[src/rtl/sw_debounce_pkg.sv]
// Shared defaults and helpers for the sw_debounce8 switch-conditioning block.
// The optional tick prescaler is enabled with DEBOUNCE_TICK_EN.
package sw_debounce_pkg;

    localparam int DEF_WIDTH         = 8;
    localparam int DEF_STABLE_CYCLES = 50000;
    localparam int DEF_CNT_W         = 16;
    localparam int DEF_TICK_DIV      = 1000;

    // Per-channel result handed from each debounce_bit to the top level.
    typedef struct packed {
        logic stable;
        logic upd;
    } db_rsp_t;

    // True when a CNT_W-bit counter can hold STABLE_CYCLES-1.
    function automatic bit cnt_w_ok(input int cnt_w, input int stable_cycles);
        if (cnt_w < 1 || stable_cycles < 1) return 1'b0;
        if (cnt_w >= 32) return 1'b1;
        return (longint'(1) << cnt_w) > longint'(stable_cycles - 1);
    endfunction

    function automatic int div_width(input int div);
        return (div > 1) ? $clog2(div) : 1;
    endfunction

endpackage

[src/rtl/debounce_bit.sv]
// One debounce channel: 2-flop synchroniser, stability counter and stable flop.
// upd is combinational and marks the edge on which stable takes a new value.
module debounce_bit
    import sw_debounce_pkg::*;
#(
    parameter int STABLE_CYCLES = DEF_STABLE_CYCLES,
    parameter int CNT_W         = DEF_CNT_W
) (
    input  logic    clk,
    input  logic    rst_n,
    input  logic    tick,
    input  logic    sw_in,
    output db_rsp_t rsp
);

    localparam logic [CNT_W-1:0] CNT_MAX = CNT_W'(STABLE_CYCLES - 1);

    logic             sync1_q;
    logic             sync2_q;
    logic             stable_q, stable_d;
    logic [CNT_W-1:0] cnt_q, cnt_d;
    logic             upd;

    // Agreement clears every cycle; only qualified cycles advance or commit.
    always_comb begin
        cnt_d    = cnt_q;
        stable_d = stable_q;
        upd      = 1'b0;
        if (sync2_q == stable_q) begin
            cnt_d = '0;
        end else if (tick) begin
            if (cnt_q == CNT_MAX) begin
                upd      = 1'b1;
                stable_d = sync2_q;
                cnt_d    = '0;
            end else begin
                cnt_d = cnt_q + CNT_W'(1);
            end
        end
    end

    always_ff @(posedge clk or negedge rst_n) begin
        if (!rst_n) begin
            sync1_q  <= 1'b0;
            sync2_q  <= 1'b0;
            stable_q <= 1'b0;
            cnt_q    <= '0;
        end else begin
            sync1_q  <= sw_in;
            sync2_q  <= sync1_q;
            stable_q <= stable_d;
            cnt_q    <= cnt_d;
        end
    end

    assign rsp.stable = stable_q;
    assign rsp.upd    = upd;

endmodule

[src/rtl/sw_debounce8.sv]
// Debounced, synchronised switch vector feeding the 8-to-3 priority encoder.
// Define DEBOUNCE_TICK_EN to count stability in prescaler ticks instead of clocks.
module sw_debounce8
    import sw_debounce_pkg::*;
#(
    parameter int WIDTH         = DEF_WIDTH,
    parameter int STABLE_CYCLES = DEF_STABLE_CYCLES,
    parameter int CNT_W         = DEF_CNT_W
`ifdef DEBOUNCE_TICK_EN
    ,
    parameter int TICK_DIV      = DEF_TICK_DIV
`endif
) (
    input  logic             clk,
    input  logic             rst_n,
    input  logic [WIDTH-1:0] sw_in,
    output logic [WIDTH-1:0] sw_stable,
    output logic             changed,
    output logic             any_active
);

    localparam bit CFG_OK = cnt_w_ok(CNT_W, STABLE_CYCLES);

    if (!CFG_OK) begin : g_cfg_err
        $error("sw_debounce8: CNT_W too small for STABLE_CYCLES");
    end

    logic                  tick;
    db_rsp_t [WIDTH-1:0]   rsp;
    logic    [WIDTH-1:0]   stable_v;
    logic    [WIDTH-1:0]   upd_v;
    logic                  changed_q, changed_d;
    logic                  any_active_q, any_active_d;

`ifdef DEBOUNCE_TICK_EN
    localparam int TICK_W = div_width(TICK_DIV);

    logic [TICK_W-1:0] pre_q, pre_d;

    always_comb begin
        tick  = (pre_q == TICK_W'(TICK_DIV - 1));
        pre_d = tick ? '0 : pre_q + TICK_W'(1);
    end

    always_ff @(posedge clk or negedge rst_n) begin
        if (!rst_n) pre_q <= '0;
        else        pre_q <= pre_d;
    end
`else
    assign tick = 1'b1;
`endif

    for (genvar g = 0; g < WIDTH; g++) begin : g_bit
        debounce_bit #(
            .STABLE_CYCLES(STABLE_CYCLES),
            .CNT_W        (CNT_W)
        ) u_bit (
            .clk  (clk),
            .rst_n(rst_n),
            .tick (tick),
            .sw_in(sw_in[g]),
            .rsp  (rsp[g])
        );
        assign stable_v[g] = rsp[g].stable;
        assign upd_v[g]    = rsp[g].upd;
    end

    // upd marks a toggle, so stable^upd is next cycle's sw_stable.
    always_comb begin
        changed_d    = |upd_v;
        any_active_d = |(stable_v ^ upd_v);
    end

    always_ff @(posedge clk or negedge rst_n) begin
        if (!rst_n) begin
            changed_q    <= 1'b0;
            any_active_q <= 1'b0;
        end else begin
            changed_q    <= changed_d;
            any_active_q <= any_active_d;
        end
    end

    assign sw_stable  = stable_v;
    assign changed    = changed_q;
    assign any_active = any_active_q;

endmodule

[config.mk]
export PLATFORM = sky130hd
export DESIGN_NAME = sw_debounce8
export DESIGN_NICKNAME = d
export VERILOG_FILES = /design/src/rtl/sw_debounce_pkg.sv /design/src/rtl/debounce_bit.sv /design/src/rtl/sw_debounce8.sv
export SDC_FILE = /design/constraint.sdc
export NUM_CORES = 1
export LEC_CHECK = 0
export BUFFER_PORTS_ARGS = -buffer_cell sky130_fd_sc_hd__buf_2
export CAP_MARGIN = 10
export CORE_MARGIN = 2
export CORE_UTILIZATION = 30
export DETAILED_ROUTE_END_ITERATION = 7
export SYNTH_ARGS = -nofsm -noshare
export SYNTH_HDL_FRONTEND = slang
export SYNTH_SLANG_ARGS = --single-unit
[constraint.sdc]
create_clock -name clk -period 5.29 [get_ports clk]
set_input_delay 0.529 -clock clk [delete_from_list [all_inputs] [get_ports clk]]
set_output_delay 0.529 -clock clk [all_outputs]
set_load 0.05 [all_outputs]
After elaboration in Yosys (flattened, before gate mapping)

Cells that the tools add are included.

Bits in registers: 154
Input bits: 10
Output and inout bits: 10
Word-level logic and storage cells: 109

$add $sub $neg: 8
Equality and inequality tests: 16
Multiplexer cells: 32
Bitwise logic cells: 9
Reductions and logical operators: 10

Operators by type and width:

| kind                                                             | count |
|---|---|
| 16-bit two-way mux                                               | 16 |
| 16-bit by 1-bit adder with 16-bit output (second input constant) | 8 |
| 16-bit equality test (second input constant)                     | 8 |
| 1-bit two-way mux                                                | 16 |
| 2-bit AND reduction                                              | 8 |
| 8-bit OR reduction                                               | 2 |
| 1-bit equality test                                              | 8 |
| 1-bit NOT                                                        | 8 |
| 8-bit bitwise XOR                                                | 1 |

Logic depth before layout (Yosys ltp)

Gate-level depths: netlist of run 1.

Depth in word-level cells: 5
Mapped depth: 7
Mapped depth without buffers: 6

By module

Synthesis of run 1 repeated with hierarchy kept, for this count alone.

Cell total of the unflattened synthesis: 881
Area total of the unflattened synthesis: 8774.7 µm²

Modules (own cells, without submodules):

| module       | times used | cells an instance | area each (µm²) | seq. area each (µm²) |
|---|---|---|---|---|
| debounce_bit | 8          | 108               | 1077.3          | 475.5 |
| sw_debounce8 | 1          | 17                | 156.4           | 50.0 |

Worst setup path before layout of run 1

OpenSTA, ideal clock, no wires.

Path type: reg2reg
From: register g_bit[0].u_bit.cnt_q[0]
To: register any_active_q, in the netlist any_active
Library setup time: 0.129 ns
Arrival time: 1.575 ns
Data required time: 5.161 ns
Slack: 3.586 ns
Cell stages (with the launch flop): 7
Buffers on the path: 0
Period minus slack after synthesis: 1.704 ns
Cells stage by stage: dfrtp_1 > ha_1 > and3_1 > nand4_1 > mux2_4 > nor4_1 > nand2_1

Cells in the longest elaborated chain, start to end: 5

RTL lines:

| what                     | RTL line           | RTL |
|---|---|---|
| start: declaration       | debounce_bit.sv:21 | `logic [CNT_W-1:0] cnt_q, cnt_d;` |
| start signal: assignment | debounce_bit.sv:52 | `cnt_q <= cnt_d;` |
| 16-bit equality test     | debounce_bit.sv:32 | `if (cnt_q == CNT_MAX) begin` |
| 1-bit two-way mux        | debounce_bit.sv:32 |  |
| 1-bit two-way mux        | debounce_bit.sv:29 | `if (sync2_q == stable_q) begin` |
| 8-bit bitwise XOR        | sw_debounce8.sv:71 | `any_active_d = \|(stable_v ^ upd_v);` |
| 8-bit OR reduction       | sw_debounce8.sv:71 |  |
| named net any_active_d   | sw_debounce8.sv:33 | `logic any_active_q, any_active_d;` |
| end signal: assignment   | sw_debounce8.sv:80 | `any_active_q <= any_active_d;` |
| end: declaration         | sw_debounce8.sv:33 |  |

The timed path passes the listed nets, and every way through them passes these cells.
A chain may end at the register's enable or synchronous reset.

Worst setup path in the final report of run 1

Ends and elaborated chain as after synthesis.

==> flow_summary.ini, run 1 <==
[finish]
layout_commonest_cell = dfrtp_1
antenna_cells = 0
nets = 699
drive_gt1_share_pct = 10.8
postLayoutCoreUtil_pct = 34.5
area_delta_synth_final_pct = 13.8
mostFrequentLayoutCells = dfrtp_1, nor2_1, xnor2_1

[setup_path]
cp-startpoint = g_bit[0].u_bit.cnt_q[0]
r2r_start = g_bit[0].u_bit.cnt_q[0]
cp_slowest_cell = dfrtp_1
cp.required_ns = 5.59
worstSetupEndpointType = register
crit_arrival_ns = 2.22
critPathMaxFanout = 4
cpPeakStageDelay_ns = 0.40
rrSetupSlack_ns = 3.36
worstPathCellList = ha_1 > and3_1 > nand4_1 > mux2_4 > nor4_1 > nand2_1
cp-start-kind = register
critical-path-top-delay-family = simple AND/OR/NAND/NOR gates
path_buf_inv = 0
critical_path_class = reg2reg

[clock_tree]
cts_hold_buf = 0
clk_pin_slew_ns = 0.06
cts_buffer_depth = 2
cts.sinks = 154
cts_root_buf = clkbuf_16
h-tree-depth = 4
cts.repair.resized = 0
insertion_delay_ns = 0.42
post_cts_buffers = 0
cts_buffers = 17
tritoncts = built

[yosys]
yosysTopAreaCell = dfrtp_1
synth_top_area_share_pct = 54.6
synth_area_per_cell_um2 = 10.7
syn-num-nets = 677
ys_seq_elements = 154
synth_area_um2 = 7060
yosysWarnings = 0
synth.distinct_cells = 33
synth_seq_area_share_pct = 54.6
synthCells = 659
synth_top_cells_by_area = dfrtp_1, xnor2_1, nor2_1

[status]
outcome = completed

[sta]
slew_headroom_pct = 39.8
rsz0062_at_grt = false
min_period_ns = 1.93
clock.fmax_ghz = 0.519
fin_crit_sh_pct = 36.4
fin_setup_tns_ns = 0
setup_ws_ns = 3.36
worst_pin_slew_ns = 0.903
fin_skew_ns = 0.0110
drv_slew = 0
hold_violations = 0
setup_viol = 0

[placement]
dpl.hpwl_um = 8210
numPortBuffers = 19
place_ws_ns = 3.31
place.gp.congestion = 0.807

[detailed_routing]
drt-met1-wl_um = 6470
met3WireLength_um = 485
drt_iter0_markers = 265
routed_wl_um = 12200
post_drt_wl_per_cell_um = 12.1
first_pass_iters = 5
drc_errors = 0
vias = 4450
via_per_inst = 4.39
top_layer = met4
final_antenna_net_count = 0
met2_wirelength_um = 5170

[die]
coreArea_um2 = 23300
chipWidth_um = 157
die_y_um = 157
dieArea_um2 = 24800
io_pins = 20
num_rows = 56
start_util_pct = 30.4

[global_routing]
grt_pass1_wl_um = 21600
grt_usage_pct = 11.0
grt_pass1_vias = 4433
grt_max_degree = 103
globalRouteOverflowTotal = 0
antenna_found_initial = 0

[power_and_ir_drop]
ir_drop_mv = 0.170
pwr_density_cell_nw_per_um2 = 303
totalPowerFinal_mw = 2.43
p_leak_nw = 3.51

[min_path]
worstHoldPathType = in2async

[run]
max_cap_violations = 0
worst register-to-register path: cells and delay by family, from the launching register on:
kind | cells | cell delay [ns]
DFF | 1 | 0.40
and+or+nand+nor | 4 | 0.83
muxes | 1 | 0.34
adders and majority gates | 1 | 0.24
report_power, final:
group          internal (mW)  total (mW)  leakage [nW]  switching (mW)
Clock                  0.680        1.15         0.267           0.467
Combinational         0.0206      0.0688          1.15          0.0482
Sequential              1.20        1.22          2.09          0.0163
Total                   1.90        2.43          3.51           0.531
final timing paths:
path / endpoint / cells after the start
setup reg to reg: any_active / 6
hold / removal: g_bit[4].u_bit.cnt_q[13] / 1
hold reg to reg: g_bit[4].u_bit.sync2_q / 0
min in group clk: g_bit[4].u_bit.sync1_q / 1
setup / recovery: any_active / 6
max in group asynchronous: g_bit[3].u_bit.sync1_q / 2
synthesized netlist by cell type:
| cell | count |
|---|---|
| nand4_1 | 14 |
| nand2b_1 | 2 |
| and3_1 | 36 |
| and4bb_1 | 2 |
| nor4_1 | 8 |
| nand3_1 | 60 |
| mux2_2 | 4 |
| nor4_2 | 2 |
| dfrtp_1 | 154 |
| ha_1 | 8 |
| or4_1 | 1 |
| o21ai_0 | 1 |
| o22ai_1 | 3 |
| xor2_1 | 56 |
| or2_2 | 1 |
| inv_1 | 6 |
| and4bb_2 | 6 |
| nor4b_1 | 5 |
| nor4bb_1 | 6 |
| buf_2 | 7 |
| nor3_1 | 14 |
| nand2_1 | 33 |
| nor2_1 | 137 |
| nor4b_2 | 2 |
| nor4b_4 | 2 |
| mux2_4 | 4 |
| nand4_2 | 2 |
| or3_1 | 1 |
| and4b_1 | 1 |
| buf_4 | 8 |
| and3_2 | 1 |
| xnor2_1 | 70 |
| clkbuf_1 | 2 |
stage by stage:
| stage | std cells | hold slack [ns] | cell area (um^2) |
|---|---|---|---|
| floorplan | 659 | 0.233 | 7060 |
| global placement | 981 | 0.332 | 7470 |
| detailed placement | 981 | 0.335 | 7470 |
| CTS | 1013 | 0.187 | 8040 |
| global route | 1013 | 0.182 | 8040 |
| finish | 1013 | 0.200 | 8040 |
registers in the layout, summed over array words and instances (netlist names):
register              cells
g_bit.u_bit.cnt_q       128
g_bit.u_bit.stable_q      8
g_bit.u_bit.sync1_q       8
g_bit.u_bit.sync2_q       8
any_active                1
changed                   1
cell type report:
class	count	area, um^2
Fill cell	2397	15200
Tap cell	319	399
Inverter	6	22.5
Multi-Input combinational cell	482	3090
Timing Repair Buffer	20	109
Clock buffer	21	470
Sequential cell	154	3850
Clock inverter	11	96.3
cell families after synthesis:
group | Yosys count | share of synthesized area (%)
simple gates | 336 | 24.8
compound gates | 4 | 0.336
mux | 8 | 1.49
xor+xnor | 126 | 15.6
flops | 154 | 54.6
buf+inv | 23 | 1.77
fa+ha+maj | 8 | 1.42
routing by layer:
metal | GRT usage (%) | vias up
met2 | 16.0 | 45
met1 | 15.6 | 2129
li1 | - | 2272
met4 | 3.25 | 0
met5 | 0 | -
met3 | 3.66 | 4
Note: power is estimated with default switching activity, not from simulation.
==> inputs of run 2 (changes only) <==
ABC_AREA = 1   (was not set)
clock period = 1.83 ns   (was 5.29 ns; I/O delays follow)
==> run 2 against run 1 <==
Effect of this change:
- flip-flop and latch count stayed put
- largest cell class unchanged
- count of clock-buffer cells in the layout up 1
- register-to-register slack worse by 3.2 ns
- first-iteration DRC count rose by 45%
- sequential share of layout area fell by 6.8 points
==> flow_summary.ini, run 2 <==
[status]
outcome = completed

[power_and_ir_drop]
p_leak_nw = 4.08
ir_drop_mv = 0.539
totalPowerFinal_mw = 7.71
pwr_density_cell_nw_per_um2 = 824

[detailed_routing]
via_per_inst = 4.56
first_pass_iters = 5
vias = 6495
drc_errors = 0
routed_wl_um = 16700
post_drt_wl_per_cell_um = 11.8
final_antenna_net_count = 0
drt_iter0_markers = 385

[setup_path]
cpPeakStageDelay_ns = 0.38
critical_path_class = reg2reg
rrSetupSlack_ns = 0.20
cp_slowest_cell = dfrtp_1
critical-path-top-delay-family = simple AND/OR/NAND/NOR gates
cp-start-kind = register
crit_arrival_ns = 1.99
critPathMaxFanout = 7
cp.required_ns = 2.19
path_buf_inv = 0
worstSetupEndpointType = register
worstPathCellList = ha_1 > nand3_2 > nor3_1 > nand4_1 > nand2_1 > nand3_1 > nor2_1

[finish]
layout_commonest_cell = nor2_1
nets = 1088
mostFrequentLayoutCells = nor2_1, nand2_1, dfrtp_1
antenna_cells = 0
largest-register = g_bit.u_bit.cnt_q
fin_area_um2 = 9350
largest_reg_flops = 128
fill_cells = 2734
drive_gt1_share_pct = 9.14
area_delta_synth_final_pct = 15.9

[clock_tree]
cts.sinks = 154
post_cts_buffers = 0
insertion_delay_ns = 0.43
tritoncts = built
h-tree-depth = 4
cts_buffer_depth = 2
cts_root_buf = clkbuf_16
clk_pin_slew_ns = 0.06
cts_buffers = 17

[sta]
rsz0062_at_grt = false
fin_crit_sh_pct = 89.2
clock.fmax_ghz = 0.613
setup_ws_ns = 0.198
slew_headroom_pct = 72.5
setup_viol = 0
fin_setup_tns_ns = 0
fin_skew_ns = 0.00816
hold_violations = 0
worst_pin_slew_ns = 0.413
drv_slew = 0
min_period_ns = 1.63

[yosys]
ys_seq_elements = 154
syn-num-nets = 1045
yosysTopAreaCell = dfrtp_1
yosysWarnings = 0
synthCells = 1027
synth_area_um2 = 8070
synth_top_cells_by_area = dfrtp_1, nor2_1, nand2_1
synth_edf_count = 0
synth_area_per_cell_um2 = 7.86
synth.distinct_cells = 30
ys.flop_type = dfrtp_1
synth_seq_area_share_pct = 47.7
yosys-top-cells-count = nor2_1, nand2_1, dfrtp_1
async_flop_share_pct = 100
synthMostInstantiatedCell = nor2_1
synth_top_area_share_pct = 47.7

[die]
num_rows = 60
start_util_pct = 30.3
coreArea_um2 = 26700
io_pins = 20
chipWidth_um = 168
die_y_um = 168
dieArea_um2 = 28200

[placement]
place_ws_ns = 0.228
numPortBuffers = 19
dpl.hpwl_um = 12500
postPlaceCellArea_um2 = 8600
place.gp.congestion = 0.864

[global_routing]
grt_pass1_wl_um = 29200
grt_pass1_vias = 6347
antenna_found_initial = 0
grt_usage_pct = 12.6
globalRouteOverflowTotal = 0
grt_max_degree = 44

[run]
max_cap_violations = 0

[min_path]
worstHoldPathType = in2async
-- run 2: where the power goes --
group / switching [mW] / leakage, nW / total, mW / internal [mW]
Sequential: 0.0442 / 2.09 / 3.51 / 3.47
Clock: 1.40 / 0.317 / 3.93 / 2.53
Combinational: 0.174 / 1.67 / 0.265 / 0.0911
Total: 1.62 / 4.08 / 7.71 / 6.09
-- run 2: worst paths after layout --
kind	cells after the start	to	from
max in group asynchronous	3	g_bit[6].u_bit.cnt_q[11]	rst_n
min in group clk	0	g_bit[4].u_bit.sync2_q	g_bit[4].u_bit.sync1_q
min	2	g_bit[2].u_bit.cnt_q[8]	rst_n
min reg2reg	0	g_bit[4].u_bit.sync2_q	g_bit[4].u_bit.sync1_q
max	7	g_bit[6].u_bit.cnt_q[14]	g_bit[6].u_bit.cnt_q[0]
max reg2reg	7	g_bit[6].u_bit.cnt_q[14]	g_bit[6].u_bit.cnt_q[0]
-- run 2: what timing repair did --
| item | 4_1_cts | 5_1_grt |
|---|---|---|
| hold endpoints to repair | 47 | 0 |
| hold buffers | 9 | 0 |
| gates resized for setup | 0 | 1 |
| setup endpoints to repair | 0 | 1 |
-- run 2: final cells by class --
cell class                      count  area (um^2)  share of cell area, %
Clock inverter                     10          188                   2.01
Timing Repair Buffer               34          262                   2.80
Clock buffer                       22          474                   5.07
Tap cell                          341          427                   4.56
Multi-Input combinational cell    725         3630                   38.8
Inverter                          138          518                   5.54
Sequential cell                   154         3850                   41.2
-- run 2: per-layer routing --
metal	track usage [%]	wire (um)
met5	0	0
met2	20.3	7720
met3	2.66	624
met4	4.35	233
met1	16.8	8160
-- run 2: logic make-up (layout without fill, tap and decap cells) --
group	after synthesis	after routing	share of synthesized area, %
and+or+nand+nor	620	620	35.2
DFF	154	154	47.7
buffers and inverters	148	204	7.29
AOI/OAI and AO/OA	52	52	3.67
xor gates and xnor gates	45	45	4.88
adders and majority gates	8	8	1.24
-- run 2: stage by stage --
step	hold WS (ns)	instances	util, %
finish	0.263	1424	35.1
global route	0.305	1424	35.1
CTS	0.284	1424	35.1
detailed placement	0.140	1383	32.3
global placement	0.137	1383	32.3
floorplan	-0.113	1027	-
==> inputs of run 3 (changes only) <==
PLACE_DENSITY = 0.43   (was not set)
==> run 3 against run 2 <==
Effect of this change:
- total power down 4.3%
- routed wire length up 7.6%
- clock skew up 0.0029 ns
- non-clock buffer count up 4
- final area down 0.24%
- via count down 0.55%
- sequential share of layout area up 0.099 points
- flip-flop and latch count unchanged
- critical path type unchanged
- largest cell class unchanged
- largest power group unchanged
==> flow_summary.ini, run 3 (same netlist as run 2, synthesis figures left out) <==
[die]
dieArea_um2 = 28200
io_pins = 20
num_rows = 60
start_util_pct = 30.3
coreArea_um2 = 26700
chipWidth_um = 168
die_y_um = 168

[sta]
hold_ws_ns = 0.296
setup_viol = 0
clock.fmax_ghz = 0.626
fin_setup_tns_ns = 0
drv_slew = 0
worst_pin_slew_ns = 0.506
rsz0062_at_grt = false
fin_skew_ns = 0.0111
slew_headroom_pct = 66.3
fin_crit_sh_pct = 87.2
min_period_ns = 1.60
hold_violations = 0

[finish]
multi_input_area_um2 = 3630
nets = 1092
largest_reg_flops = 128
mostFrequentLayoutCells = nor2_1, nand2_1, dfrtp_1
layout_commonest_cell = nor2_1
postLayoutCoreUtil_pct = 35.0
regArea_um2 = 3850
antenna_cells = 0
fill_cells = 2782
drive_gt1_share_pct = 9.20
area_delta_synth_final_pct = 15.6
largest-register = g_bit.u_bit.cnt_q

[min_path]
worstHoldPathType = in2async

[clock_tree]
cts_root_buf = clkbuf_16
h-tree-depth = 4
cts.sinks = 154
post_cts_buffers = 0
tritoncts = built
insertion_delay_ns = 0.42
cts_buffer_depth = 2
clk_pin_slew_ns = 0.06
cts_buffers = 17

[detailed_routing]
first_pass_iters = 5
via_per_inst = 4.52
final_antenna_net_count = 0
drc_errors = 0
drt_iter0_markers = 321
post_drt_wl_per_cell_um = 12.6
vias = 6459
routed_wl_um = 18000

[global_routing]
grt_pass1_wl_um = 31700
grt_pass1_vias = 6469
grt_usage_pct = 13.8
antenna_found_initial = 0
globalRouteOverflowTotal = 0
grt_max_degree = 48

[setup_path]
cp-startpoint = g_bit[4].u_bit.cnt_q[0]
crit_arrival_ns = 1.90
worstSetupEndpointType = register
cp-start-kind = register
critPathMaxFanout = 9
critical_path_class = reg2reg
cp.required_ns = 2.14
r2r_start = g_bit[4].u_bit.cnt_q[0]

[status]
outcome = completed

[power_and_ir_drop]
pwr_density_cell_nw_per_um2 = 790
p_leak_nw = 4.06
totalPowerFinal_mw = 7.37
ir_drop_mv = 0.615

[placement]
dpl.hpwl_um = 13300
numPortBuffers = 19
place.gp.congestion = 0.817

[run]
max_cap_violations = 0
## run 3: cell types whose count changed in the layout (fill, tap and decap cells not counted), moves of 2 or more
cell,change
clkbuf_8,-3
clkinvlp_4,+3
buf_12,+2
buf_4,+2
bufinv_16,-2
clkbuf_1,+2
## run 3: worst max-delay path: stages, from the launching register on
cell and delay [ns]:
dfrtp_1 0.37, ha_1 0.23, nand3_2 0.19, nor2_1 0.19
nand2_1 0.12, nand2_2 0.21, a21oi_1 0.07, o21a_1 0.11
## run 3: layout make-up
| cell class | count | area share (%) |
|---|---|---|
| multi-input cells | 725 | 38.9 |
| inverters | 138 | 5.55 |
| repair buffers | 38 | 3.39 |
| well taps | 341 | 4.57 |
| flip-flops and latches | 154 | 41.3 |
| clock inverters | 11 | 1.57 |
| clock buffers | 21 | 4.72 |
## run 3: path summary, 6_finish.rpt
| check | end | slack, ns | cells after the start |
|---|---|---|---|
| setup / recovery | g_bit[4].u_bit.cnt_q[11] | 0.23 | 7 |
| hold reg to reg | g_bit[0].u_bit.sync2_q | 0.35 | 0 |
| min in group clk | g_bit[0].u_bit.sync2_q | 0.35 | 0 |
| setup reg to reg | g_bit[4].u_bit.cnt_q[11] | 0.23 | 7 |
| hold / removal | g_bit[6].u_bit.cnt_q[10] | 0.30 | 2 |
| max in group asynchronous | g_bit[1].u_bit.cnt_q[6] | 0.93 | 3 |
## run 3: through the flow
| step | worst slack [ns] | cells | instance area, um^2 |
|---|---|---|---|
| 3_3_place_gp | 0.236 | 1387 | 8650 |
| 5_1_grt | 0.0274 | 1428 | 9330 |
| 2_1_floorplan | 0.481 | 1027 | 8070 |
| 3_5_place_dp | 0.219 | 1387 | 8650 |
| 6_report | 0.233 | 1428 | 9330 |
| 4_1_cts | 0.194 | 1428 | 9330 |
## run 3: report_power, final
part / switching, mW / leakage [nW] / internal [mW]
Combinational: 0.180 / 1.70 / 0.0987
Clock: 1.44 / 0.270 / 2.15
Sequential: 0.0447 / 2.09 / 3.47
## run 3: what timing repair did
| item | in CTS | in global routing |
|---|---|---|
| hold endpoints to repair | 51 | 0 |
| resized for setup | 0 | 0 |
| hold buffers | 9 | 0 |
## run 3: metal layers
layer	track usage, %	share of wire [%]	up-vias
li1	-	-	3374
met1	19.0	52	3014
met2	22.1	44	60
met3	2.52	2.7	11
met4	4.20	0.97	0
met5	0	0	-
